$ cat src/rtl/deserializer_sipo_if.sv
// Serial receive and parallel word handshake bundle for deserializer_sipo.
// The master drives the serial line and the consumer ready; the slave is the receiver.
interface deserializer_sipo_if #(
    parameter int DATA_WIDTH = 8
);
    logic                  srl_in;
    logic                  srl_valid;
    logic                  srl_start;
    logic [DATA_WIDTH-1:0] data_out;
    logic                  data_valid;
    logic                  data_ready;
    logic                  rx_busy;
    logic                  frame_err;
    logic                  overrun;

    modport master (
        output srl_in, srl_valid, srl_start, data_ready,
        input  data_out, data_valid, rx_busy, frame_err, overrun
    );

    modport slave (
        input  srl_in, srl_valid, srl_start, data_ready,
        output data_out, data_valid, rx_busy, frame_err, overrun
    );
endinterface

$ cat src/rtl/deserializer_sipo.sv
// Serial-in/parallel-out receiver: assembles LSB-first words aligned by a start marker
// and presents them on a valid/ready port, flagging framing errors and overruns.
module deserializer_sipo #(
    parameter int DATA_WIDTH = 8
) (
    input logic               clk,
    input logic               rst,
    deserializer_sipo_if.slave bus
);
    localparam int CW = $clog2(DATA_WIDTH);
    localparam logic [CW-1:0] LAST_BIT = CW'(DATA_WIDTH - 1);

    typedef enum logic {IDLE, SHIFT} state_t;

    state_t                state, state_nxt;
    logic [DATA_WIDTH-1:0] sh, sh_nxt;
    logic [CW-1:0]         bit_cnt, bit_cnt_nxt;
    logic                  complete;
    logic                  frame_err_nxt;
    logic [DATA_WIDTH-1:0] shifted;
    logic [DATA_WIDTH-1:0] first_bit;
    logic [DATA_WIDTH-1:0] data_q;
    logic                  valid_q, ferr_q, over_q;

    // Right shift parks the first bit at bit 0 once the word is complete.
    assign shifted   = {bus.srl_in, sh[DATA_WIDTH-1:1]};
    assign first_bit = {bus.srl_in, {(DATA_WIDTH-1){1'b0}}};

    // NOTE: every signal gets a default first so no path leaves it unassigned (no latch).
    always_comb begin
        state_nxt     = state;
        sh_nxt        = sh;
        bit_cnt_nxt   = bit_cnt;
        complete      = 1'b0;
        frame_err_nxt = 1'b0;
        case (state)
            IDLE: begin
                if (bus.srl_valid && bus.srl_start) begin
                    state_nxt   = SHIFT;
                    sh_nxt      = first_bit;
                    bit_cnt_nxt = CW'(1);
                end
            end
            SHIFT: begin
                if (bus.srl_valid) begin
                    if (bus.srl_start) begin
                        frame_err_nxt = 1'b1;
                        sh_nxt        = first_bit;
                        bit_cnt_nxt   = CW'(1);
                    end else begin
                        sh_nxt = shifted;
                        if (bit_cnt == LAST_BIT) begin
                            complete    = 1'b1;
                            state_nxt   = IDLE;
                            bit_cnt_nxt = '0;
                        end else begin
                            bit_cnt_nxt = bit_cnt + 1'b1;
                        end
                    end
                end
            end
            default: state_nxt = IDLE;
        endcase
    end

    // NOTE: sequential state uses non-blocking assignments so all registers update together.
    always_ff @(posedge clk or posedge rst) begin
        if (rst) begin
            state   <= IDLE;
            sh      <= '0;
            bit_cnt <= '0;
        end else begin
            state   <= state_nxt;
            sh      <= sh_nxt;
            bit_cnt <= bit_cnt_nxt;
        end
    end

    // A completed word only lands when the output slot is free or being drained this cycle.
    always_ff @(posedge clk or posedge rst) begin
        if (rst) begin
            data_q  <= '0;
            valid_q <= 1'b0;
            ferr_q  <= 1'b0;
            over_q  <= 1'b0;
        end else begin
            ferr_q <= frame_err_nxt;
            if (complete) begin
                if (!valid_q || bus.data_ready) begin
                    data_q  <= shifted;
                    valid_q <= 1'b1;
                end else begin
                    over_q <= 1'b1;
                end
            end else if (valid_q && bus.data_ready) begin
                valid_q <= 1'b0;
            end
        end
    end

    assign bus.data_out   = data_q;
    assign bus.data_valid = valid_q;
    assign bus.frame_err  = ferr_q;
    assign bus.overrun    = over_q;
    assign bus.rx_busy    = (state == SHIFT);
endmodule
$ cat src/flat_wrapper.sv
// flat-port wrapper written by rule: the top's interface ports become plain ports
module deserializer_sipo_flat 
#(
    parameter int DATA_WIDTH = 8
)
  (clk, rst, bus_srl_in, bus_srl_valid, bus_srl_start, bus_data_ready, bus_data_out, bus_data_valid, bus_rx_busy, bus_frame_err, bus_overrun);
  deserializer_sipo_if #(.DATA_WIDTH(DATA_WIDTH)) bus_i ();
  input logic clk;
  input logic rst;
  input wire logic [$bits(bus_i.srl_in)-1:0] bus_srl_in;
  input wire logic [$bits(bus_i.srl_valid)-1:0] bus_srl_valid;
  input wire logic [$bits(bus_i.srl_start)-1:0] bus_srl_start;
  input wire logic [$bits(bus_i.data_ready)-1:0] bus_data_ready;
  output wire logic [$bits(bus_i.data_out)-1:0] bus_data_out;
  output wire logic [$bits(bus_i.data_valid)-1:0] bus_data_valid;
  output wire logic [$bits(bus_i.rx_busy)-1:0] bus_rx_busy;
  output wire logic [$bits(bus_i.frame_err)-1:0] bus_frame_err;
  output wire logic [$bits(bus_i.overrun)-1:0] bus_overrun;
  assign bus_i.srl_in = bus_srl_in;
  assign bus_i.srl_valid = bus_srl_valid;
  assign bus_i.srl_start = bus_srl_start;
  assign bus_i.data_ready = bus_data_ready;
  assign bus_data_out = bus_i.data_out;
  assign bus_data_valid = bus_i.data_valid;
  assign bus_rx_busy = bus_i.rx_busy;
  assign bus_frame_err = bus_i.frame_err;
  assign bus_overrun = bus_i.overrun;
  deserializer_sipo #(.DATA_WIDTH(DATA_WIDTH)) u_core (.clk(clk), .rst(rst), .bus(bus_i));
endmodule
$ cat config.mk
export PLATFORM = sky130hd
export DESIGN_NAME = deserializer_sipo_flat
export DESIGN_NICKNAME = d
export VERILOG_FILES = /design/src/rtl/deserializer_sipo_if.sv /design/src/rtl/deserializer_sipo.sv /design/src/flat_wrapper.sv
export SDC_FILE = /design/constraint.sdc
export NUM_CORES = 1
export LEC_CHECK = 0
export BUFFER_PORTS_ARGS = -buffer_cell sky130_fd_sc_hd__buf_2
export CAP_MARGIN = 20
export CORE_MARGIN = 1
export CORE_UTILIZATION = 45
export DETAILED_ROUTE_END_ITERATION = 8
export PLACE_DENSITY = 0.67
export SYNTH_ARGS = -nofsm -noshare
export SYNTH_HDL_FRONTEND = slang
export SYNTH_SLANG_ARGS = --single-unit
$ cat constraint.sdc
create_clock -name clk -period 2.7 [get_ports clk]
set_clock_uncertainty 0.15 [all_clocks]
set_input_delay 0.54 -clock clk [delete_from_list [all_inputs] [get_ports clk]]
set_output_delay 0.54 -clock clk [all_outputs]
set_load 0.03 [all_outputs]
==> impl_metrics.toml <==
[critical_path]
critPathRequiredTime_ns = 2.75
cp_max_fo = 8
cpMaxStageDelayCell = "dfrtp_1"
worstSetupStartpoint = "u_core.bit_cnt[0]"
critPathLaunchType = "register"
end_kind = "register"
critPathMaxStageDelay_ns = 0.40
path_common_cell = "ha_1"
path_cells = "ha_1 > ha_1 > nand4b_4 > nor2b_2 > mux2_2"
criticalPathCategory = "reg -> reg"
cp.arrival_ns = 2.02
reg2reg_from = "u_core.bit_cnt[0]"

[synthesis]
ys_top_cells_by_area = "dfrtp_1 (58%), mux2_2 (11%), a22o_1 (4.6%)"
yosys.area.top_type_share = 0.579
ys_async_sr_fraction = 1.00
syn-instance-count = 71
syn_nets = 79
synth-seq-cells = 22
synth_area_um2 = 951
synth_commonest_cells = "dfrtp_1 (22), mux2_2 (9), inv_1 (6), a22o_1 (5), nand2_1 (4)"
synthFlopType = "dfrtp_1"
synth_edf_count = 0
synth_seq_area_share = 0.579
yosysTopAreaCell = "dfrtp_1"
ys_warn_count = 0
ys_types = 22
syn_area_per_cell_um2 = 13.4
synth.most_common_cell = "dfrtp_1"

[power_and_ir_drop]
power_density_nw_per_um2 = 704
p_leak_uw = 0.000596
irDropWorstVdd_mv = 0.455

[sta]
hold_viol = 0
tns_ns = 0
tightest_slew_ns = 0.809
finalSetupViolCount = 0
rsz0062_at_grt = "no"
slew_violations = 0
fin_crit_ns = 1.97
relSlewSlack = 0.460
period_share = 0.729
whs_ns = 0.216
timing.fmax_ghz = 0.508

[layout]
design_area_um2 = 1080
layout-drive-gt1-share = 0.432
stdcell_count = 115
diodes = 0
area_growth_pct = 13.7
fin_nets = 97

[floorplan]
core_region_area_um2 = 1980
initial_core_util = 0.480
dieWidth_um = 48.0
dieArea_um2 = 2300
fp-row-count = 16
die_h_um = 48.0
io_pins = 18

[clock_tree]
cts_resized = 0
cts_inserted_buffers = 3
clock_latency_ns = 0.30
clock_path_buffers = 2
post-cts-setup-buffers = 0
cts.clk_slew.worst_paths_ns = 0.12
hold_buffers = 0
cts_root_buf = "clkbuf_4"
htree_levels = 1
cts.sinks = 22
cts_tree = "yes"

[route]
first_iter_violations = 12
wl_per_cell_um = 12.9
vias = 571
route.detailed.drc = 0
ant_nets = 0
routed_via_density = 4.97
drtPass1Iterations = 3
totalWireLength_um = 1480

[place]
dp.cells = 111
hpwl_um = 1040
dpl_cell_area_um2 = 1030
gp_congestion = 0.700
port_buffers = 17

[grt]
grt_max_degree = 23
track_usage = 0.150
grt_pass1_wl_um = 2340
grt_pass1_vias = 518
gr-total-overflow = 0
antenna_found_initial = 0

[min_path]
hold_path.class = "in -> async"

[job]
cap_violations = 0

[run_status]
status = "completed"
routing by layer:
| layer | vias to the layer above | wire [um] | global-route usage |
|---|---|---|---|
| met5 | - | 0 | 0 |
| met4 | 0 | 8 | 0.0333 |
| met1 | 279 | 712 | 0.197 |
| met3 | 2 | 53 | 0.0566 |
| met2 | 9 | 711 | 0.235 |
| li1 | 281 | - | - |
logic make-up after synthesis:
family	synth area share
compound gates	0.117
fa+ha+maj	0.0263
flops	0.579
buf+inv	0.0671
simple gates	0.104
mux	0.107
cell usage in the layout (no fill, tap or decap), types with 2 or more instances in the layout:
cell type	count
inv_1	6
nand2_1	4
and3_2	3
a22o_1	5
dfrtp_1	22
ha_1	2
buf_2	17
o22ai_1	3
mux2_2	9
clkbuf_4	3
a21oi_1	2
through the flow:
stage / power, uW / setup WS, ns / utilization
2_1_floorplan: 485 / 1.02 / -
3_3_place_gp: 512 / 0.723 / 0.519
3_5_place_dp: 518 / 0.716 / 0.519
4_1_cts: 773 / 0.699 / 0.545
5_1_grt: 802 / 0.624 / 0.545
6_report: 761 / 0.732 / 0.545
critical path: cells and delay by family (launching register included):
family	cells	cell delay [ns]
fa+ha+maj	2	0.43
flops	1	0.40
mux	1	0.39
simple gates	2	0.51
final cells by class:
cell class / instances / area, um^2
clock buffer: 3 / 22.5
sequential: 22 / 551
fill: 173 / 901
inverter: 6 / 22.5
clock inverter: 1 / 30.0
multi-input combinational: 39 / 337
timing repair buffer: 17 / 85.1
tap: 27 / 33.8
sequential cells by signal, indices dropped and copies added, names as in the netlist:
register and count:
u_core.bus.data_out 8, u_core.bit_cnt 3, u_core.bus.frame_err 1, u_core.sh 7, u_core.bus.rx_busy 1, u_core.bus.overrun 1
u_core.bus.data_valid 1
report_power, final:
part / total, uW / internal (uW) / switching, uW
clock network: 250 / 150 / 99.7
logic: 126 / 52.7 / 73.2
registers: 385 / 361 / 24.6
total: 761 / 563 / 197
final timing paths:
kind	endpoint	slack, ns	depth (start not counted)
min in group clk	u_core.bus.data_out[7]	0.32	2
max in group asynchronous	u_core.bit_cnt[2]	1.69	2
hold / removal	u_core.bus.overrun	0.22	2
hold reg to reg	u_core.bus.overrun	0.34	1
setup / recovery	u_core.bus.data_out[4]	0.73	5
setup reg to reg	u_core.bus.data_out[4]	0.73	5
Note: power is estimated with default switching activity, not from simulation.
